--- config.mk ---
export PLATFORM = sky130hd
export DESIGN_NAME = instr_fetch
export DESIGN_NICKNAME = d
export VERILOG_FILES = /design/src/rtl/instr_fetch.sv
export SDC_FILE = /design/constraint.sdc
export NUM_CORES = 1
export LEC_CHECK = 0
export BUFFER_PORTS_ARGS = -buffer_cell sky130_fd_sc_hd__clkbuf_2
export CAP_MARGIN = 20
export CORE_MARGIN = 5
export CORE_UTILIZATION = 47
export CTS_CLUSTER_DIAMETER = 150
export CTS_CLUSTER_SIZE = 25
export DETAILED_ROUTE_END_ITERATION = 8
export GPL_TIMING_DRIVEN = 0
export HOLD_SLACK_MARGIN = 0.12
export PLACE_DENSITY_LB_ADDON = 0.3
export SYNTH_ARGS = -nofsm -noshare
export SYNTH_HDL_FRONTEND = slang
export SYNTH_SLANG_ARGS = --single-unit
--- constraint.sdc ---
create_clock -name clk -period 1.7 [get_ports clk]
set_input_delay 0.17 -clock clk [delete_from_list [all_inputs] [get_ports clk]]
set_output_delay 0.17 -clock clk [all_outputs]
set_load 0.1 [all_outputs]
--- src/rtl/instr_fetch.sv ---
// Instruction fetch stage: owns the PC, drives a synchronous-read program ROM.
// Optional macro IFETCH_REL_BRANCH_EN makes branch_target a signed PC-relative offset.
module instr_fetch #(
    parameter int PC_W     = 5,
    parameter int INSTR_W  = 16,
    parameter int RESET_PC = 0
) (
    input  logic               clk,
    input  logic               reset,
    input  logic               stall,
    input  logic               halt_req,
    input  logic               branch_taken,
    input  logic [PC_W-1:0]    branch_target,
    output logic [PC_W-1:0]    imem_addr,
    output logic               imem_en,
    input  logic [INSTR_W-1:0] imem_data,
    output logic [INSTR_W-1:0] instr,
    output logic               instr_valid,
    output logic [PC_W-1:0]    pc_out
);

    localparam logic [PC_W-1:0] PC_RST = PC_W'(RESET_PC);

    typedef enum logic [1:0] {
        S_FILL,
        S_RUN,
        S_HALT
    } state_t;

    state_t          r_state;
    logic [PC_W-1:0] r_fetch_pc;
    logic [PC_W-1:0] r_pc;
    logic            r_valid;

    logic [PC_W-1:0] w_target;
    logic            w_redirect;

`ifdef IFETCH_REL_BRANCH_EN
    // Offset is two's complement; plain modulo-2^PC_W addition handles the sign.
    assign w_target = r_pc + branch_target;
`else
    assign w_target = branch_target;
`endif

    assign w_redirect = branch_taken && (r_state == S_RUN) && !stall;

    // While reset is held the ROM is primed with RESET_PC so S_FILL sees it.
    always_comb begin
        imem_addr = r_fetch_pc;
        imem_en   = (r_state != S_HALT) && !stall;
        if (reset) begin
            imem_addr = PC_RST;
            imem_en   = 1'b1;
        end else if (w_redirect) begin
            imem_addr = w_target;
        end
    end

    always_ff @(posedge clk) begin
        if (reset) begin
            r_state    <= S_FILL;
            r_fetch_pc <= PC_RST;
            r_pc       <= PC_RST;
            r_valid    <= 1'b0;
        end else begin
            case (r_state)
                S_FILL: begin
                    r_pc       <= r_fetch_pc;
                    r_fetch_pc <= r_fetch_pc + PC_W'(1);
                    r_valid    <= 1'b1;
                    r_state    <= S_RUN;
                end
                S_RUN: begin
                    if (!stall) begin
                        // Halt outranks a simultaneous branch.
                        if (halt_req) begin
                            r_valid <= 1'b0;
                            r_state <= S_HALT;
                        end else if (branch_taken) begin
                            r_pc       <= w_target;
                            r_fetch_pc <= w_target + PC_W'(1);
                        end else begin
                            r_pc       <= r_fetch_pc;
                            r_fetch_pc <= r_fetch_pc + PC_W'(1);
                        end
                    end
                end
                S_HALT: begin
                    r_valid <= 1'b0;
                end
                default: begin
                    r_state <= S_FILL;
                    r_valid <= 1'b0;
                end
            endcase
        end
    end

    assign instr       = imem_data;
    assign instr_valid = r_valid;
    assign pc_out      = r_pc;

endmodule

==> results.txt <==
----------------------------------------------------
[Detailed routing]
  Number of detailed-routing iterations run before antenna repair ... 4
  Remaining number of nets flagged by the antenna check after routing ... 0
  Total vias in the final route ... 967
  Routed via count divided by cell count ... 5.26
  DRC errors left ... 0
  Initial DRC count ... 18
  Wirelength per Cell ... 13.2 um
  Total wirelength of the detailed-routed design ... 2430 um

[Synthesis]
  Asr flop ratio synth ... 0%
  Dominant combinational cell family by area after synthesis ... simple AND/OR/NAND/NOR gates
  Syn Area/Cell ... 8.22 um^2
  Count of flip-flops with a built-in enable after synthesis ... 0
  Number of standard cells after synthesis ... 116
  Xor/xnor cell area share of the yosys netlist ... 0.919%
  Top_reg_cell synth ... sky130_fd_sc_hd__dfxtp_1
  Largest area contributor in the synthesized netlist ... sky130_fd_sc_hd__dfxtp_1
  Synthesis warning total ... 0
  Post-synthesis sequential area ratio ... 27.3%
  Most instantiated cells after synthesis ... 16 x sky130_fd_sc_hd__buf_4, 15 x sky130_fd_sc_hd__nor2_1, 13 x sky130_fd_sc_hd__dfxtp_1
  Proportion of synthesized area in mux cells ... 5.25%
  Number of distinct standard cells referenced by the synthesized netlist ... 30
  Post-Synth Simple-Gate Area ... 24.5%
  Post-synth design cell area ... 953 um^2
  Synth Net Count ... 144
  Compound-Gate Fraction of Synth Area ... 20.9%
  Total of flip-flops plus latches after synthesis ... 13
  Cell with the most instances after synthesis ... sky130_fd_sc_hd__buf_4
  Post-synth top area share ... 27.3%
  Top cells by area in the synthesized netlist ... sky130_fd_sc_hd__dfxtp_1 27%, sky130_fd_sc_hd__buf_4 13%, sky130_fd_sc_hd__a311oi_2 9.4%
  Adder-cell share of the synthesized area ... 2.62%

[STA]
  Unrepaired setup endpoints after global routing ... true
  Hold violation total from the final report ... 0
  Maximum clock skew at final layout ... 5.29 ps
  Transition time of the tightest slew-check pin ... 836 ps
  Setup violation total in the final timing report ... 5
  Final max-slew violation count ... 0
  Clock period minus worst slack ... 1790 ps
  Post-Route Setup TNS ... -407 ps
  Final worst-path setup slack ... -93.7 ps
  Worst slew margin relative to its limit ... 44.2%
  Final worst path period share ... 106%
  Upper clock frequency limit ... 558 MHz

[Power and ir drop]
  Part of the total power dissipated in combinational logic ... 53.8%
  Total power consumption of the routed design ... 1.21 mW
  Maximum vdd ir drop ... 0.536 mV
  Leak Pwr ... 0.600 nW
  Total power divided by cell area ... 856 mW/mm^2
  Fraction of power spent switching nets ... 49.6%
  Internal Power ... 0.611 mW
  Net switching power ... 0.600 mW
  Share of power burned in the clock network ... 16.0%
  Relative contribution of sequential cells to total power ... 30.2%

[Floorplanning]
  Number of top-level design ports ... 54
  Y dimension of the die ... 55.0 um
  Die outline width ... 55.0 um
  Initial standard-cell utilization of the core ... 49.1%
  Std-Cell Rows ... 16
  Core area ... 0.00194 mm^2
  Die footprint ... 0.00303 mm^2

[Final layout]
  Share of layout cells above drive strength 1 ... 52.2%
  Total inserted antenna cells ... 0
  Area of all placed cells without fillers ... 0.00142 mm^2
  Total Nets Final ... 186
  Count of placed standard cells in the final layout, fillers left out ... 184
  Synth-to-layout area growth ... 48.4%
  Core occupancy in the finished layout ... 72.9%

[GRT]
  Wire length of the first global-routing pass ... 4080 um
  Antenna violations before repair ... 0
  Tot GR Track Use ... 18.6%
  Largest net degree at the start of global routing ... 11
  Grt ovf ... 0
  Vias in the first global route ... 938

[Critical path]
  Critical path's largest stage delay ... 350 ps
  WS Path Type ... flop to output pin
  CP startpoint kind ... flop
  Critical-path cell with the highest stage delay ... sky130_fd_sc_hd__dfxtp_4
  Reg-to-Reg Start ... r_fetch_pc[0]
  Endpoint of the lowest-slack register-to-register path ... r_fetch_pc[4]
  Worst path required time ... 1530 ps
  Cells along the critical path ... and4bb_1 > buf_6 > mux2i_4 > nor2_4 > clkbuf_16
  Number of cells traversed by the worst register-to-register path ... 5
  Maximum fanout along the worst path ... 5
  Critical Path AT ... 1620 ps
  CP endpoint kind ... output pin
  Slack of the worst reg-to-reg path ... 300 ps

[Place]
  Routability congestion estimate ... 0.900
  Post-DP HPWL ... 1780 um
  Cell total after placement ... 179
  Number of buffers added on ports ... 36
  Cell area after placement ... 0.00120 mm^2

[CTS]
  Clk sink count ... 13
  Number of hold-repair buffers added at the cts stage ... 0
  Level count of the clock H-tree ... 1
  Clock slew at reported path FFs ... 80 ps
  Clock Latency Late Sink ... 280 ps
  TritonCTS clock tree ... yes
  Inserted Clock Buffers ... 3
  Buffer levels on the longest clock path ... 2
  Root cell of the clock tree ... sky130_fd_sc_hd__clkbuf_4

[Outcome]
  Violated checks ... negative setup slack
  Result of the run ... finished with violations

[Worst hold path]
  Hold Startpoint ... reset
  Worst Hold Endpoint ... pc_out[0]
  Hold Path Class ... input port to flop
  Cell depth of the worst min-delay path ... 2

[Flow run]
  Number of maximum-capacitance constraint violations ... 0

----------------------------------------------------
==> worst max path at each step <==
stage	cells past startpoint	to	slack [ps]	start
final	5	imem_addr[0]	-90	r_state[1]
after global routing	5	imem_addr[4]	-160	r_state[1]
after CTS	5	imem_addr[0]	-90	r_state[1]
after detailed placement	5	imem_addr[0]	-40	r_state[1]
after global placement	5	imem_addr[1]	-40	r_state[1]
after floorplan	4	imem_addr[2]	160	r_state[1]
==> state kept, by name, summed over array words and instances, names as in the netlist <==
register / cells
pc_out: 5
r_fetch_pc: 5
r_state: 2
instr_valid: 1
==> cells in the final DEF (no fill, tap or decap), types with 2 or more instances in the layout <==
cell type,instances
sky130_fd_sc_hd__a311oi_2,6
sky130_fd_sc_hd__nand3_1,4
sky130_fd_sc_hd__nand2b_1,2
sky130_fd_sc_hd__mux2i_4,5
sky130_fd_sc_hd__clkbuf_16,5
sky130_fd_sc_hd__o211ai_1,2
sky130_fd_sc_hd__dfxtp_4,2
sky130_fd_sc_hd__nand2_1,12
sky130_fd_sc_hd__a21oi_1,4
sky130_fd_sc_hd__clkbuf_2,31
sky130_fd_sc_hd__ha_1,2
sky130_fd_sc_hd__buf_4,17
sky130_fd_sc_hd__nor2_4,5
sky130_fd_sc_hd__buf_2,2
sky130_fd_sc_hd__o21ai_1,3
sky130_fd_sc_hd__clkbuf_4,3
sky130_fd_sc_hd__nand3b_1,2
sky130_fd_sc_hd__dfxtp_1,11
sky130_fd_sc_hd__clkbuf_1,2
sky130_fd_sc_hd__buf_6,4
sky130_fd_sc_hd__and2_1,4
sky130_fd_sc_hd__nor2_1,10
sky130_fd_sc_hd__o21ai_0,7
==> stage by stage <==
stage	worst slack [ps]	hold WS, ps
floorplan	161	355
global placement	-36.5	450
detailed placement	-44.5	461
CTS	-87.8	222
global route	-158	220
finish	-93.7	227
==> layout make-up <==
type / count / area, um^2
Inverter: 1 / 3.75
Tap cell: 27 / 33.8
Multi-Input combinational cell: 79 / 617
Sequential cell: 13 / 268
Fill cell: 142 / 527
Buffer: 23 / 179
Clock buffer: 4 / 26.3
Timing Repair Buffer: 37 / 288
==> logic make-up after synthesis <==
family	count (synthesis)
AND/OR/NAND/NOR	46
AO/OA/AOI/OAI	25
buffers and inverters	24
flip-flops	13
multiplexers	5
adder cells (fa/ha/maj)	2
XOR/XNOR	1
==> worst max-delay path, delay by kind of cell (launching register included) <==
kind	cells	cell delay, ps
mux	1	270
buf+inv	2	400
simple gates	2	320
flops	1	350
==> power groups by stage <==
stage	Sequential, mW	Combinational, mW	Clock (mW)
4_1_cts	0.365	0.650	0.201
3_3_place_gp	0.366	0.584	0
5_1_grt	0.370	0.680	0.225
6_report	0.366	0.652	0.194
2_1_floorplan	0.471	0.401	0
3_5_place_dp	0.368	0.589	0
==> per-layer routing <==
layer | share of wire [%] | GRT usage (%)
met5 | 0 | 0
met4 | 1.3 | 7.29
met3 | 9.6 | 5.09
met2 | 47 | 29.3
met1 | 42 | 23.8
==> what timing repair did <==
item,4_1_cts,5_1_grt
gates resized for setup,30,1
buffers inserted,1,0
pin swaps,3,1
setup endpoints to repair,5,5
No activity file was read; power rests on OpenSTA's default activity.
